[src/rtl/ag32gbd_pkg.sv]
// Shared constants and drain-FSM state type for the camera cartridge register front end.
package ag32gbd_pkg;

    localparam logic [2:0] CART_RAM_A15_13   = 3'b101;
    localparam logic [4:0] DEFAULT_REG_BANK  = 5'h10;
    localparam logic [9:0] DEFAULT_BRAM_BASE = 10'h200;
    localparam int         REG_ALIAS_BITS    = 7;

    typedef enum logic [1:0] {
        IDLE,
        REQ,
        GAP
    } drain_state_t;

endpackage

[src/rtl/ag32gbd_sync_edge.sv]
// Multi-flop synchroniser for one asynchronous cart-side signal, with edge pulses
// derived from the last two synchronised samples.
module ag32gbd_sync_edge #(
    parameter int   SYNC_STAGES = 2,
    parameter logic RESET_VAL   = 1'b0
) (
    input  logic clk_i,
    input  logic rst_ni,
    input  logic d_i,
    output logic level_o,
    output logic rise_o,
    output logic fall_o
);

    logic [SYNC_STAGES-1:0] chain_q;
    logic                   prev_q;

    always_ff @(posedge clk_i or negedge rst_ni) begin
        if (!rst_ni) begin
            chain_q <= {SYNC_STAGES{RESET_VAL}};
            prev_q  <= RESET_VAL;
        end else begin
            chain_q <= {chain_q[SYNC_STAGES-2:0], d_i};
            prev_q  <= chain_q[SYNC_STAGES-1];
        end
    end

    assign level_o = chain_q[SYNC_STAGES-1];
    assign rise_o  = level_o & ~prev_q;
    assign fall_o  = ~level_o & prev_q;

endmodule

[src/rtl/ag32gbd_regfile.sv]
// Cartridge-bus register bank for the camera core: control registers, read-back,
// and a queued BRAM write path drained through a req/ack handshake.
module ag32gbd_regfile
    import ag32gbd_pkg::*;
#(
    parameter int         NUM_REGS     = 6,
    parameter logic [4:0] REG_BANK_ID  = DEFAULT_REG_BANK,
    parameter logic [9:0] BRAM_BASE    = DEFAULT_BRAM_BASE,
    parameter int         SYNC_STAGES  = 2,
    parameter int         FIFO_DEPTH   = 4,
    parameter bit         READBACK_ALL = 1'b1
) (
    input  logic                  sys_clock,
    input  logic                  sys_resetn,
    input  logic [15:0]           Cart_a,
    input  logic [7:0]            Cart_d,
    input  logic                  Cart_nRD,
    input  logic                  Cart_nWR,
    input  logic                  Cart_nCS,
    input  logic [4:0]            Ram_bank_id,
    input  logic                  Sig_CamCaptureFinish,
    input  logic                  Bram_Ack,
    output logic                  Reg_OutputValid,
    output logic [7:0]            Reg_OutputData,
    output logic                  Bram_Req_Write,
    output logic [9:0]            Bram_Addr,
    output logic [7:0]            Bram_Data,
    output logic [8*NUM_REGS-1:0] Reg_Flat,
    output logic                  Cam_Capture,
    output logic                  Fifo_Overflow
);

    localparam int PTR_W = $clog2(FIFO_DEPTH);
    localparam int CNT_W = PTR_W + 1;
    localparam logic [REG_ALIAS_BITS-1:0] NUM_REGS_OFF = REG_ALIAS_BITS'(NUM_REGS);

    logic nWrLevel, nWrRise, nWrFall;
    logic nRdLevel, nRdRise, nRdFall;
    logic nCsLevel, nCsRise, nCsFall;
    logic finLevel, finRise, finFall;

    ag32gbd_sync_edge #(.SYNC_STAGES(SYNC_STAGES), .RESET_VAL(1'b1)) u_syncWr (
        .clk_i(sys_clock), .rst_ni(sys_resetn), .d_i(Cart_nWR),
        .level_o(nWrLevel), .rise_o(nWrRise), .fall_o(nWrFall));
    ag32gbd_sync_edge #(.SYNC_STAGES(SYNC_STAGES), .RESET_VAL(1'b1)) u_syncRd (
        .clk_i(sys_clock), .rst_ni(sys_resetn), .d_i(Cart_nRD),
        .level_o(nRdLevel), .rise_o(nRdRise), .fall_o(nRdFall));
    ag32gbd_sync_edge #(.SYNC_STAGES(SYNC_STAGES), .RESET_VAL(1'b1)) u_syncCs (
        .clk_i(sys_clock), .rst_ni(sys_resetn), .d_i(Cart_nCS),
        .level_o(nCsLevel), .rise_o(nCsRise), .fall_o(nCsFall));
    ag32gbd_sync_edge #(.SYNC_STAGES(SYNC_STAGES), .RESET_VAL(1'b0)) u_syncFin (
        .clk_i(sys_clock), .rst_ni(sys_resetn), .d_i(Sig_CamCaptureFinish),
        .level_o(finLevel), .rise_o(finRise), .fall_o(finFall));

    logic                      sel;
    logic [REG_ALIAS_BITS-1:0] off;
    logic                      isReg;
    logic                      regWrite;
    logic                      fifoPush;
    logic [9:0]                pushAddr;

    assign sel      = (Cart_a[15:13] == CART_RAM_A15_13) && !Cart_nCS && (Ram_bank_id == REG_BANK_ID);
    assign off      = Cart_a[REG_ALIAS_BITS-1:0];
    assign isReg    = off < NUM_REGS_OFF;
    assign regWrite = nWrFall && sel && isReg;
    assign fifoPush = nWrFall && sel && !isReg;
    assign pushAddr = {3'b000, off} - 10'(NUM_REGS) + BRAM_BASE;

    logic [7:0] regs_q [NUM_REGS];

    // A capture-finish clear is applied after the CPU write so it wins a collision.
    always_ff @(posedge sys_clock or negedge sys_resetn) begin
        if (!sys_resetn) begin
            for (int k = 0; k < NUM_REGS; k++) regs_q[k] <= 8'h00;
        end else begin
            for (int k = 0; k < NUM_REGS; k++) begin
                if (regWrite && (off == REG_ALIAS_BITS'(k))) regs_q[k] <= Cart_d;
            end
            if (finRise) regs_q[0] <= 8'h00;
        end
    end

    logic [7:0] readByte;
    logic       outValid_q;
    logic [7:0] outData_q;

    always_comb begin
        readByte = 8'h00;
        for (int k = 0; k < NUM_REGS; k++) begin
            if ((off == REG_ALIAS_BITS'(k)) && (READBACK_ALL || (k == 0))) readByte = regs_q[k];
        end
    end

    always_ff @(posedge sys_clock or negedge sys_resetn) begin
        if (!sys_resetn) begin
            outValid_q <= 1'b0;
            outData_q  <= 8'h00;
        end else if (nCsRise) begin
            outValid_q <= 1'b0;
            outData_q  <= 8'h00;
        end else if (nCsFall && !nRdLevel && sel) begin
            outValid_q <= 1'b1;
            outData_q  <= readByte;
        end
    end

    logic [17:0]      fifoMem_q [FIFO_DEPTH];
    logic [PTR_W-1:0] wrPtr_q, rdPtr_q;
    logic [CNT_W-1:0] count_q;
    logic             fifoFull, fifoEmpty, pushOk, fifoPop;
    logic             overflow_q;

    assign fifoFull  = count_q == CNT_W'(FIFO_DEPTH);
    assign fifoEmpty = count_q == '0;
    assign pushOk    = fifoPush && !fifoFull;

    always_ff @(posedge sys_clock) begin
        if (pushOk) fifoMem_q[wrPtr_q] <= {pushAddr, Cart_d};
    end

    // Pointers wrap naturally because the depth is a power of two.
    always_ff @(posedge sys_clock or negedge sys_resetn) begin
        if (!sys_resetn) begin
            wrPtr_q    <= '0;
            rdPtr_q    <= '0;
            count_q    <= '0;
            overflow_q <= 1'b0;
        end else begin
            if (pushOk)  wrPtr_q <= wrPtr_q + 1'b1;
            if (fifoPop) rdPtr_q <= rdPtr_q + 1'b1;
            count_q <= count_q + CNT_W'(pushOk) - CNT_W'(fifoPop);
            if (fifoPush && fifoFull) overflow_q <= 1'b1;
        end
    end

    drain_state_t state_q, state_d;
    logic         req_q, req_d;
    logic [9:0]   addr_q, addr_d;
    logic [7:0]   data_q, data_d;

    always_ff @(posedge sys_clock or negedge sys_resetn) begin
        if (!sys_resetn) begin
            state_q <= IDLE;
            req_q   <= 1'b0;
            addr_q  <= 10'h000;
            data_q  <= 8'h00;
        end else begin
            state_q <= state_d;
            req_q   <= req_d;
            addr_q  <= addr_d;
            data_q  <= data_d;
        end
    end

    always_comb begin
        state_d = state_q;
        req_d   = req_q;
        addr_d  = addr_q;
        data_d  = data_q;
        fifoPop = 1'b0;
        unique case (state_q)
            IDLE: if (!fifoEmpty) begin
                fifoPop          = 1'b1;
                {addr_d, data_d} = fifoMem_q[rdPtr_q];
                req_d            = 1'b1;
                state_d          = REQ;
            end
            REQ: if (Bram_Ack) begin
                req_d   = 1'b0;
                data_d  = 8'h00;
                state_d = GAP;
            end
            GAP:     state_d = IDLE;
            default: state_d = IDLE;
        endcase
    end

    for (genvar k = 0; k < NUM_REGS; k++) begin : g_flat
        assign Reg_Flat[8*k +: 8] = regs_q[k];
    end

    assign Reg_OutputValid = outValid_q;
    assign Reg_OutputData  = outData_q;
    assign Bram_Req_Write  = req_q;
    assign Bram_Addr       = addr_q;
    assign Bram_Data       = data_q;
    assign Cam_Capture     = regs_q[0][0];
    assign Fifo_Overflow   = overflow_q;

    logic unusedBits;
    assign unusedBits = ^{Cart_a[12:REG_ALIAS_BITS], nWrLevel, nWrRise, nRdRise, nRdFall,
                          nCsLevel, finLevel, finFall};

endmodule
[config.mk]
export PLATFORM = sky130hd
export DESIGN_NAME = ag32gbd_regfile
export DESIGN_NICKNAME = d
export VERILOG_FILES = /design/src/rtl/ag32gbd_pkg.sv /design/src/rtl/ag32gbd_sync_edge.sv /design/src/rtl/ag32gbd_regfile.sv
export SDC_FILE = /design/constraint.sdc
export NUM_CORES = 1
export LEC_CHECK = 0
export CORE_ASPECT_RATIO = 0.7
export CORE_MARGIN = 4
export CORE_UTILIZATION = 31
export DETAILED_ROUTE_END_ITERATION = 10
export PLACE_DENSITY = 0.56
export SETUP_SLACK_MARGIN = 0.2
export SLEW_MARGIN = 20
export SYNTH_ARGS = -nofsm -noshare
export SYNTH_HDL_FRONTEND = slang
export SYNTH_SLANG_ARGS = --single-unit
[constraint.sdc]
create_clock -name sys_clock -period 2.52 [get_ports sys_clock]
set_input_delay 0.504 -clock sys_clock [delete_from_list [all_inputs] [get_ports sys_clock]]
set_output_delay 0.504 -clock sys_clock [all_outputs]
set_load 0.1 [all_outputs]
==> run_results.csv <==
group,metric,value,unit
cts,cts_tree,"done",
floorplanning,die-area,24700,sq um
critical_path,crit_path_end_kind,"register",
critical_path,crit_arrival,2.59,ns
routing,drtIter0Drc,221,
global_routing,grt_use_total,14.8,%
synthesis,syn_avg_cell_area,14.1,sq um
timing,min_period_over_period,90.2,%
synthesis,syn-cell-area,6900,sq um
cells_and_area,fillers,1985,
timing,clock.fmax,0.440,GHz
cells_and_area,multi_input_area,2380,sq um
routing,wl,18.0,mm
cts,clock-sinks,164,
critical_path,worst-r2r-cell-count,11,
synthesis,synthesis.nets,534,
cells_and_area,antenna_cells,0,
min_path,hold_class,"in2async",
floorplanning,io_pins,114,
cts,cts_max_level,4,
global_routing,grt_pass1_wl,28.5,mm
pwr,power_density,929,nW/um^2
cells_and_area,regArea,4450,sq um
run,drv_cap,0,
synthesis,synth_edf_count,68,
global_routing,antenna_found_initial,0,
cts,cts_buffers,17,
floorplanning,rows,45,
synthesis,netlist_instances,490,
synthesis,async_reset_ff_share,58.5,%
place,routabilityCongestion,0.780,
critical_path,crit_fanout,2,
critical_path,r2r-start,"count_q[0]$_DFF_PN0_",
cells_and_area,drive_above_1_share,41.1,%
routing,drt-vias-per-instance,4.92,
cells_and_area,syn_to_final_growth,34.9,%
cells_and_area,final_cell_mix,"buf_4 (141), dfrtp_1 (88), edfxtp_1 (68), nand2_1 (64), mux2_2 (46)",
cells_and_area,design_area,9310,sq um
timing,period_needed,2.27,ns
cts,root_buffer,"clkbuf_16",
cells_and_area,final_common_cell,"buf_4",
place,dpl.hpwl,12.7,mm
global_routing,grt_overflow,0,
synthesis,yosys_warnings,0,
critical_path,reg2reg_to,"count_q[2]$_DFF_PN0_",
routing,routedWlPerCell,18.8,um
timing,finalHoldViolCount,0,
floorplanning,start_util,31.7,%
pwr,total_power,8.65,mW
cts,clock_latency,0.42,ns
critical_path,worstSetupPathType,"in2reg",
timing,skew,0.00743,ns
routing,first_pass_iters,5,
global_routing,grt_pass1_vias,4879,
routing,drc_errors,0,
pwr,ir_worst_vdd,0.000558,V
timing,tightestPinTransition,0.895,ns
critical_path,start_kind,"primary input",
floorplanning,die_h,133,um
timing,setup_viol,0,
global_routing,grt_max_degree,34,
place,placed_area,8490,sq um
synthesis,synth-seq-cells,164,
timing,slew_headroom,40.4,%
routing,ant_nets,0,
timing,slew_viol_final,0,
synthesis,synth_cell_types,44,
place,port_buffers,107,
cts,holdBufCountCts,0,
timing,rsz0062_at_grt,"yes",
place,placed_cells,906,
critical_path,cp.required,2.83,ns
synthesis,synth_flop_cell,"dfrtp_1",
run_status,run_status,"finished, final reports clean",
cells_and_area,utilization,42.7,%
routing,vias,4703,
floorplanning,die_w,186,um
cts,clk_pin_slew,0.07,ns
floorplanning,coreArea,21800,sq um
cells_and_area,final_cells,956,
cts,cts_buffer_depth,2,
timing,fin_setup_tns,0,ns
pwr,leakagePower,4.17,nW
cells_and_area,fin_nets,705,
synthesis,seq_area_frac_synth,64.6,%
critical_path,r2r_slack,0.26,ns
[cell families after synthesis]
logic type	Yosys count	share of synthesized area, %
flops	164	64.6
compound gates	48	4.82
simple gates	150	11.0
xor+xnor	9	1.14
fa+ha+maj	8	1.56
mux	74	14.7
buf+inv	37	2.25
[power by group]
part           total (mW)  internal, mW  switching [mW]
clock                2.81          1.70            1.11
sequential           3.19          3.01           0.185
combinational        2.65         0.831            1.82
total                8.65          5.54            3.11
[Yosys cell counts, types with 11 or more instances]
master / count / share of area, %
a21oi_1: 17 / 1.2
clkbuf_1: 14 / 0.76
nor3_1: 16 / 1.2
mux4_2: 17 / 5.5
dfrtp_1: 88 / 32
nand2_1: 66 / 3.6
inv_1: 13 / 0.71
mux2i_1: 11 / 1.6
nand3_1: 12 / 0.87
mux2_2: 46 / 7.5
nor2_1: 15 / 0.82
edfxtp_1: 68 / 30
[worst max path at each step]
stage / from / slack (ns) / endpoint / depth (start not counted)
CTS: u_syncWr.prev_q$_DFF_PN1_ / 0.1 / count_q[2]$_DFF_PN0_ / 11
detailed placement: Cart_a[6] / -0.60 / count_q[2]$_DFF_PN0_ / 12
finish: Cart_a[3] / 0.25 / count_q[2]$_DFF_PN0_ / 12
floorplan: Ram_bank_id[3] / -0.05 / count_q[2]$_DFF_PN0_ / 11
global placement: Cart_a[6] / -0.50 / count_q[2]$_DFF_PN0_ / 12
global route: u_syncWr.prev_q$_DFF_PN1_ / 0.16 / count_q[2]$_DFF_PN0_ / 11
[metal layers]
metal	vias to the layer above	track usage (%)	part of all wire [%]	routed length (um)
met5	-	0	0	0
li1	2156	-	-	-
met3	12	4.14	5.9	1060
met4	0	3.74	0.87	157
met2	144	22.1	44	7940
met1	2391	21.5	49	8810
[stage by stage]
step | setup WS [ns] | hold WS [ns]
4_1_cts | 0.100 | 0.0411
5_1_grt | 0.156 | 0.0567
6_report | 0.248 | 0.0361
3_3_place_gp | -0.502 | 0.339
3_5_place_dp | -0.598 | 0.339
2_1_floorplan | -0.0495 | 0.208
[flip-flops by register name (all words and copies together), names as in the netlist, 3 cells and up]
| name | count |
|---|---|
| Bram_Addr | 9 |
| Bram_Data | 8 |
| Reg_Flat | 47 |
| Reg_OutputData | 8 |
| count_q | 3 |
| fifoMem_q | 68 |
[final cells by class]
cell class                 instances  area share (%)
timing repair buffer             175            15.3
sequential                       164            47.9
tap                              282            3.79
multi-input combinational        289            25.6
clock buffer                      18            4.72
inverter                          14           0.592
clock inverter                    14            2.12
[critical path: stages]
cell and delay [ns]:
clkbuf_2 0.09, or4_4 0.55, a21oi_4 0.18, nor4_4 0.07, inv_1 0.07, ha_1 0.22, inv_1 0.07, ha_2 0.17
inv_2 0.03, fa_2 0.34, xnor2_2 0.15, xnor2_1 0.12
[repair_timing]
item	4_1_cts	5_1_grt
pin swaps	12	9
endpoints found under the setup margin	8	75
resized for setup	30	16
setup buffers	11	7
cloned	0	0
Note: power is estimated with default switching activity, not from simulation.
